### src/rtl/inv_byte_sub_iter.sv
// Iterative AES-128 InvSubBytes: one shared inverse S-box, one byte per clock,
// MSB byte first; 128-bit result published with a one-cycle done pulse.
module inv_byte_sub_iter (
  input  logic         clk,
  input  logic         rst_n,
  input  logic         start,
  input  logic [127:0] data_in,
  output logic         busy,
  output logic         done,
  output logic [127:0] isb
);
  typedef enum logic {IDLE, RUN} state_t;

  state_t       state, state_next;
  logic [127:0] work, work_next;
  logic [127:0] acc, acc_next;
  logic [127:0] isb_next;
  logic [3:0]   cnt, cnt_next;
  logic         done_next;

  logic [127:0] sb_row;
  logic [6:0]   sb_sel;
  logic [7:0]   sb_out;

  // Inverse S-box ROM: high nibble picks a row, low nibble picks the byte (leftmost = column 0).
  always_comb begin
    case (work[127:124])
      4'h0:    sb_row = 128'h52096ad53036a538bf40a39e81f3d7fb;
      4'h1:    sb_row = 128'h7ce339829b2fff87348e4344c4dee9cb;
      4'h2:    sb_row = 128'h547b9432a6c2233dee4c950b42fac34e;
      4'h3:    sb_row = 128'h082ea16628d924b2765ba2496d8bd125;
      4'h4:    sb_row = 128'h72f8f66486689816d4a45ccc5d65b692;
      4'h5:    sb_row = 128'h6c704850fdedb9da5e154657a78d9d84;
      4'h6:    sb_row = 128'h90d8ab008cbcd30af7e45805b8b34506;
      4'h7:    sb_row = 128'hd02c1e8fca3f0f02c1afbd0301138a6b;
      4'h8:    sb_row = 128'h3a9111414f67dcea97f2cfcef0b4e673;
      4'h9:    sb_row = 128'h96ac7422e7ad3585e2f937e81c75df6e;
      4'ha:    sb_row = 128'h47f11a711d29c5896fb7620eaa18be1b;
      4'hb:    sb_row = 128'hfc563e4bc6d279209adbc0fe78cd5af4;
      4'hc:    sb_row = 128'h1fdda8338807c731b11210592780ec5f;
      4'hd:    sb_row = 128'h60517fa919b54a0d2de57a9f93c99cef;
      4'he:    sb_row = 128'ha0e03b4dae2af5b0c8ebbb3c83539961;
      default: sb_row = 128'h172b047eba77d626e169146355210c7d;
    endcase
    sb_sel = {~work[123:120], 3'b000};
    sb_out = sb_row[sb_sel +: 8];
  end

  assign busy = (state == RUN);

  always_comb begin
    state_next = state;
    work_next  = work;
    acc_next   = acc;
    cnt_next   = cnt;
    isb_next   = isb;
    done_next  = 1'b0;
    case (state)
      IDLE: begin
        if (start) begin
          state_next = RUN;
          work_next  = data_in;
          cnt_next   = 4'd0;
        end
      end
      RUN: begin
        acc_next  = {acc[119:0], sb_out};
        work_next = {work[119:0], 8'h00};
        cnt_next  = cnt + 4'd1;
        // The 16th byte goes straight into isb so the result is ready with done.
        if (cnt == 4'd15) begin
          isb_next   = {acc[119:0], sb_out};
          done_next  = 1'b1;
          state_next = IDLE;
        end
      end
      default: state_next = IDLE;
    endcase
  end

  always_ff @(posedge clk or negedge rst_n) begin
    if (!rst_n) begin
      state <= IDLE;
      work  <= '0;
      acc   <= '0;
      cnt   <= 4'd0;
      isb   <= '0;
      done  <= 1'b0;
    end else begin
      state <= state_next;
      work  <= work_next;
      acc   <= acc_next;
      cnt   <= cnt_next;
      isb   <= isb_next;
      done  <= done_next;
    end
  end
endmodule
### config.mk
export PLATFORM = sky130hd
export DESIGN_NAME = inv_byte_sub_iter
export DESIGN_NICKNAME = d
export VERILOG_FILES = /design/src/rtl/inv_byte_sub_iter.sv
export SDC_FILE = /design/constraint.sdc
export NUM_CORES = 1
export LEC_CHECK = 0
export ABC_AREA = 0
export BUFFER_PORTS_ARGS = -buffer_cell sky130_fd_sc_hd__buf_2
export CAP_MARGIN = 15
export CORE_MARGIN = 2
export CORE_UTILIZATION = 30
export CTS_BUF_LIST = sky130_fd_sc_hd__clkbuf_16
export CTS_CLUSTER_DIAMETER = 50
export CTS_CLUSTER_SIZE = 40
export DETAILED_ROUTE_END_ITERATION = 7
export PLACE_DENSITY = 0.47
export SETUP_SLACK_MARGIN = 0.3
export SYNTH_ARGS = -nofsm -noshare
export SYNTH_HDL_FRONTEND = slang
export SYNTH_SLANG_ARGS = --single-unit
export TNS_END_PERCENT = 100
### constraint.sdc
create_clock -name clk -period 3.1 [get_ports clk]
set_input_delay 0.62 -clock clk [delete_from_list [all_inputs] [get_ports clk]]
set_output_delay 0.62 -clock clk [all_outputs]
set_load 0.005 [all_outputs]
==> results.sh, run 1 <==
export IMPL_outcome="finished, final reports clean"
export IMPL_drive_gt1_share_pct=27.8
export IMPL_hp_class="in -> async"
export IMPL_place_congestion=0.949
export IMPL_antenna_left=0
export IMPL_hold_viol=0
export IMPL_endpoint_kind="register"
export IMPL_routedWlPerCell_um=23.1
export IMPL_rrSetupSlack_ps=400
export IMPL_cp_max_fo=15
export IMPL_placed_area_um2=21600
export IMPL_crit_family="compound AO/OA/AOI/OAI gates"
export IMPL_coreArea_um2=61700
export IMPL_ys_ff_latch=382
export IMPL_cts_root_buf="clkbuf_16"
export IMPL_drc=0
export IMPL_yosys_area_share_simple_pct=16.6
export IMPL_postLayoutCellArea_um2=23100
export IMPL_irDropWorstVdd_mv=0.409
export IMPL_first_global_vias=15785
export IMPL_relSlewSlack_pct=38.6
export IMPL_crit_path_start_kind="register"
export IMPL_synthArstFlopShare_pct=100
export IMPL_synthCells=1911
export IMPL_cts_tree="built"
export IMPL_cp_slowest_cell="a32oi_1"
export IMPL_rsz0062_at_grt="no"
export IMPL_max_stage_delay_ps=360
export IMPL_synth_top_family_by_area="simple AND/OR/NAND/NOR gates"
export IMPL_arrival_ps=3100
export IMPL_required_ps=3490
export IMPL_yosys_most_used_dff="dfrtp_1"
export IMPL_io_buffers=260
export IMPL_final_nets=2337
export IMPL_power_frac_seq_pct=36.4
export IMPL_cp_num_buf_inv=2
export IMPL_start_util_pct=30.4
export IMPL_die_h_um=254
export IMPL_reg2reg_from="work[125]$_DFFE_PN0P_"
export IMPL_clockBufferDepth=3
export IMPL_routed_via_density=5.09
export IMPL_synth_area_um2=18700
export IMPL_nFillCells=6370
export IMPL_cts_made_buffers=41
export IMPL_synth_edff_count=0
export IMPL_dp_hpwl_um=50600
export IMPL_r2r_end="acc[5]$_DFFE_PN0P_"
export IMPL_drt_initial_drc_count=1198
export IMPL_synthXorXnorAreaFrac_pct=0.187
export IMPL_clkLatencyLatePin_ps=570
export IMPL_ff2ff_path_depth=9
export IMPL_htree_levels=2
export IMPL_dieArea_um2=64500
export IMPL_yosys_warnings=0
export IMPL_setup_viol=0
export IMPL_wl_um=70500
export IMPL_via_count=15570
export IMPL_fmax_mhz=370
export IMPL_drv_cap=0
export IMPL_synthMuxAreaShare_pct=15.2
export IMPL_yosysUniqueCellTypes=72
export IMPL_p_int_mw=14.4
export IMPL_slew_violations=0
export IMPL_clkSinkCount=382
export IMPL_syn_num_nets=2062
export IMPL_sw_frac_of_total_pct=40.3
export IMPL_p_leak_nw=11.1
export IMPL_firstDrtPassIters=5
export IMPL_crit_chain="buf_4, ha_2, nand2b_1, a31o_2, nand2b_1, a211o_1, a32oi_1, buf_4, a21oi_1"
export IMPL_synth_adder_area_share_pct=1.34
export IMPL_syn_avg_cell_area_um2=9.81
export IMPL_cts_setup_buffers=0
export IMPL_fin_crit_ps=2700
export IMPL_yosysSeqAreaShare_pct=51.0
export IMPL_clock_power_share_pct=21.8
export IMPL_p_comb_share_pct=41.8
export IMPL_cts_hold_buffers_added=0
export IMPL_clk_pin_slew_ps=70
export IMPL_rows=91
export IMPL_skew_ps=27.2
export IMPL_die_x_um=254
export IMPL_syn2layout_area_growth_pct=23.0
export IMPL_p_sw_mw=9.74
export IMPL_synth_compound_area_share_pct=11.9
export IMPL_timing_final_crit_share_pct=87.1
export IMPL_tightest_slew_ps=921
export IMPL_critPathKind="reg -> reg"
export IMPL_tns_ps=0
export IMPL_antenna_found_initial=15
export IMPL_overflow=0
export IMPL_power_density_nw_per_um2=1050
export IMPL_grt_pass1_wl_um=105000
export IMPL_grt_usage_pct=21.8
export IMPL_boundaryPins=261
export IMPL_grt_max_degree=130
## registers in the layout, summed over array words and instances (netlist names)
| signal | count |
|---|---|
| acc | 120 |
| busy | 1 |
| cnt | 4 |
| work | 128 |
| done | 1 |
| isb | 128 |
## Yosys cell counts (18+ instances only)
library cell	instances	area [µm²]
nand2_1	532	2000
dfrtp_1	382	9560
o21ai_0	145	726
mux2i_1	133	1330
mux2_2	120	1350
clkbuf_1	95	357
nor2_1	44	165
a21oi_1	41	205
buf_2	34	170
nand2b_1	28	175
nor2b_1	27	169
nor3_1	21	105
ha_1	20	250
nand3_1	19	95.1
o311ai_0	18	158
## stage by stage
stage                     hold slack [ps]  instances  setup slack [ps]  util [%]  power, mW
final                                88.9       3059               398      37.4       24.2
after global routing                  115       3057               313      37.4       25.8
after CTS                            75.7       3056               309      37.3       24.4
after detailed placement              450       2980               144      34.9       19.0
after global placement                448       2980               103      34.9       19.0
after floorplan                       324       1911               468         -       14.2
## cells in the final DEF (no fill, tap or decap), types with 41 or more instances in the layout
cell type,instances
buf_2,258
mux2_2,120
buf_4,110
nor2_1,44
o21ai_0,145
a21oi_1,41
nand2_1,531
mux2i_1,133
dfrtp_1,378
clkbuf_16,43
## cell type report
class | instances | area [µm²] | area share (%)
Sequential cell | 382 | 9570 | 41.5
Antenna cell | 3 | 7.51 | 0.0326
Multi-Input combinational cell | 1360 | 8490 | 36.8
Inverter | 16 | 62.6 | 0.271
Tap cell | 837 | 1050 | 4.54
Timing Repair Buffer | 385 | 2430 | 10.6
Clock buffer | 43 | 1080 | 4.67
Clock inverter | 33 | 373 | 1.62
## worst max-delay path by stage
stage / start / end / slack [ps] / depth (start not counted)
after CTS: work[125]$_DFFE_PN0P_ / acc[7]$_DFFE_PN0P_ / 310 / 9
after detailed placement: work[125]$_DFFE_PN0P_ / acc[7]$_DFFE_PN0P_ / 140 / 9
after global placement: work[125]$_DFFE_PN0P_ / acc[7]$_DFFE_PN0P_ / 100 / 9
after global routing: work[124]$_DFFE_PN0P_ / isb[3]$_DFFE_PN0P_ / 310 / 9
final: work[125]$_DFFE_PN0P_ / acc[5]$_DFFE_PN0P_ / 400 / 9
after floorplan: work[125]$_DFFE_PN0P_ / acc[2]$_DFFE_PN0P_ / 470 / 10
## cells by family after synthesis
kind of cell	count (synthesis)
compound gates	346
simple gates	730
fa+ha+maj	20
buf+inv	169
flops	382
xor+xnor	4
mux	260
## timing repair
action | 4_1_cts | 5_1_grt
gates cloned | 0 | 0
gates resized for setup | 5 | 10
setup endpoints to repair | 6 | 11
## routing by layer
layer  up-vias  GRT usage [%]  routed length (µm)
li1       7181              -                   -
met2       488           34.9               32900
met4        20           6.67                2080
met1      7757           29.0               30900
met3       124           5.23                4620
met5         -              0                 115
## worst reg2reg max path, cell delays in order, from the launching register on
cell,delay [ps]
dfrtp_1,350
buf_4,220
ha_2,310
nand2b_1,270
a31o_2,330
nand2b_1,150
a211o_1,320
a32oi_1,360
buf_4,180
a21oi_1,60
## power groups by stage
stage	combinational [mW]	sequential (mW)	clock, mW
global placement	10.1	8.92	0
detailed placement	10.0	8.94	0
CTS	10.1	8.86	5.44
finish	10.1	8.81	5.27
floorplan	5.90	8.31	0
global route	11.0	9.12	5.63
(Power assumes the default switching activity.)
==> inputs of run 2 (changes only) <==
--- a/config.mk
+++ b/config.mk
@@ -8,13 +8,16 @@
 export ABC_AREA = 0
 export BUFFER_PORTS_ARGS = -buffer_cell sky130_fd_sc_hd__buf_2
 export CAP_MARGIN = 15
+export CELL_PAD_IN_SITES_DETAIL_PLACEMENT = 1
+export CELL_PAD_IN_SITES_GLOBAL_PLACEMENT = 1
 export CORE_MARGIN = 2
 export CORE_UTILIZATION = 30
 export CTS_BUF_LIST = sky130_fd_sc_hd__clkbuf_16
 export CTS_CLUSTER_DIAMETER = 50
 export CTS_CLUSTER_SIZE = 40
 export DETAILED_ROUTE_END_ITERATION = 7
-export PLACE_DENSITY = 0.47
+export GPL_ROUTABILITY_DRIVEN = 0
+export PLACE_DENSITY = 0.58
 export SETUP_SLACK_MARGIN = 0.3
 export SYNTH_ARGS = -nofsm -noshare
 export SYNTH_HDL_FRONTEND = slang
==> results.sh, run 2 (synthesis gave the netlist of run 1 again) <==
export IMPL_outcome="finished, final reports clean"
export IMPL_power_density_nw_per_um2=1030
export IMPL_antenna_left=0
export IMPL_clkLatencyLatePin_ps=560
export IMPL_tightest_slew_ps=1100
export IMPL_sw_frac_of_total_pct=40.1
export IMPL_rows=91
export IMPL_wl_um=63900
export IMPL_timing_final_crit_share_pct=89.2
export IMPL_drc=0
export IMPL_clock_power_share_pct=21.7
export IMPL_clockBufferDepth=3
export IMPL_drive_gt1_share_pct=25.9
export IMPL_first_global_vias=16288
export IMPL_firstDrtPassIters=5
export IMPL_hold_viol=0
export IMPL_rsz0062_at_grt="no"
export IMPL_whs_path_depth=3
export IMPL_p_sw_mw=9.33
export IMPL_utilization_pct=36.7
export IMPL_required_ps=3580
export IMPL_dp_hpwl_um=44600
export IMPL_cts_tree="built"
export IMPL_final_common_cell="nand2_1"
export IMPL_coreArea_um2=61700
export IMPL_power_mw=23.3
export IMPL_grt_pass1_wl_um=97600
export IMPL_dieArea_um2=64500
export IMPL_crit_path_start_kind="register"
export IMPL_cts_made_buffers=39
export IMPL_ff2ff_path_depth=9
export IMPL_cp_slowest_cell="a221oi_1"
export IMPL_syn2layout_area_growth_pct=20.8
export IMPL_grt_usage_pct=19.5
export IMPL_start_util_pct=30.4
export IMPL_clk_pin_slew_ps=70
export IMPL_irDropWorstVdd_mv=0.459
export IMPL_critPathKind="reg -> reg"
export IMPL_rrSetupSlack_ps=340
export IMPL_endpoint_kind="register"
export IMPL_crit_chain="inv_1, ha_2, buf_4, nand2b_1, a21oi_1, o311ai_0, a221oi_1, nand2_1, nand3_1"
export IMPL_cts_root_buf="clkbuf_16"
export IMPL_fmax_mhz=362
export IMPL_p_int_mw=14.0
export IMPL_final_nets=2283
export IMPL_tns_ps=0
export IMPL_setup_viol=0
export IMPL_die_h_um=254
export IMPL_routedWlPerCell_um=21.2
export IMPL_p_leak_nw=10.8
export IMPL_power_frac_seq_pct=37.9
export IMPL_hp_class="in -> reg"
export IMPL_drv_cap=0
export IMPL_fin_crit_ps=2760
export IMPL_reg_top3="isb (128), work (128), acc (120)"
export IMPL_htree_levels=2
export IMPL_overflow=0
export IMPL_cp_max_fo=14
export IMPL_arrival_ps=3250
export IMPL_io_buffers=260
export IMPL_p_comb_share_pct=40.4
export IMPL_relSlewSlack_pct=26.5
export IMPL_clkSinkCount=382
export IMPL_die_x_um=254
export IMPL_drt_initial_drc_count=1534
export IMPL_max_stage_delay_ps=590
export IMPL_whs_ps=319
export IMPL_boundaryPins=261
export IMPL_slew_violations=0
export IMPL_grt_max_degree=135
export IMPL_antenna_found_initial=27
export IMPL_via_count=15756
export IMPL_layout_common_cells="nand2_1 (532), dfrtp_1 (378), buf_2 (258)"
export IMPL_skew_ps=30.6
export IMPL_routed_via_density=5.24
## run 2: routing by layer
layer	vias to the layer above	GRT usage, %	wire (µm)
met5	-	0	243
met4	38	7.82	2790
met3	237	6.01	5860
met2	690	30.3	28100
met1	7709	25.4	26800
li1	7082	-	-
## run 2: per-stage QoR
stage | worst slack, ps | cells | cell area (µm²)
2_1_floorplan | 468 | 1911 | 18700
3_3_place_gp | 311 | 2927 | 21200
3_5_place_dp | 260 | 2927 | 21200
4_1_cts | 365 | 2998 | 22600
5_1_grt | 323 | 3003 | 22600
6_report | 335 | 3007 | 22600
## run 2: final cells by class
cell class,count,area (µm²)
Antenna cell,9,22.5
Clock buffer,41,1030
Clock inverter,29,349
Fill cell,7072,39100
Inverter,16,62.6
Multi-Input combinational cell,1360,8490
Sequential cell,382,9570
Tap cell,837,1050
Timing Repair Buffer,333,2070
## run 2: power groups by stage
stage / clock network (mW) / registers (mW) / logic, mW
after detailed placement: 0 / 8.99 / 9.24
after global routing: 5.40 / 9.17 / 10.2
after CTS: 5.22 / 8.91 / 9.29
final: 5.05 / 8.84 / 9.41
after global placement: 0 / 8.93 / 9.09
after floorplan: 0 / 8.31 / 5.90
## run 2: timing repair
action / CTS / global route
hold endpoints to repair: 43 / 0
hold buffers: 1 / 0
endpoints found under the setup margin: 3 / 16
setup buffers: 0 / 0
resized for setup: 1 / 9
## run 2: final timing paths
kind                                  startpoint                    to
max                        work[125]$_DFFE_PN0P_    acc[1]$_DFFE_PN0P_
min                                   data_in[3]   work[3]$_DFFE_PN0P_
max reg2reg                work[125]$_DFFE_PN0P_    acc[1]$_DFFE_PN0P_
min reg2reg                 isb[112]$_DFFE_PN0P_  isb[112]$_DFFE_PN0P_
max in group asynchronous                  rst_n  work[48]$_DFFE_PN0P_
min in group asynchronous                  rst_n  isb[112]$_DFFE_PN0P_
## run 2: worst max-delay path: cells and delay by family, from the launching register on
family | cells | cell delay [ps]
compound gates | 3 | 1040
fa+ha+maj | 1 | 450
buf+inv | 2 | 350
flops | 1 | 400
simple gates | 3 | 460
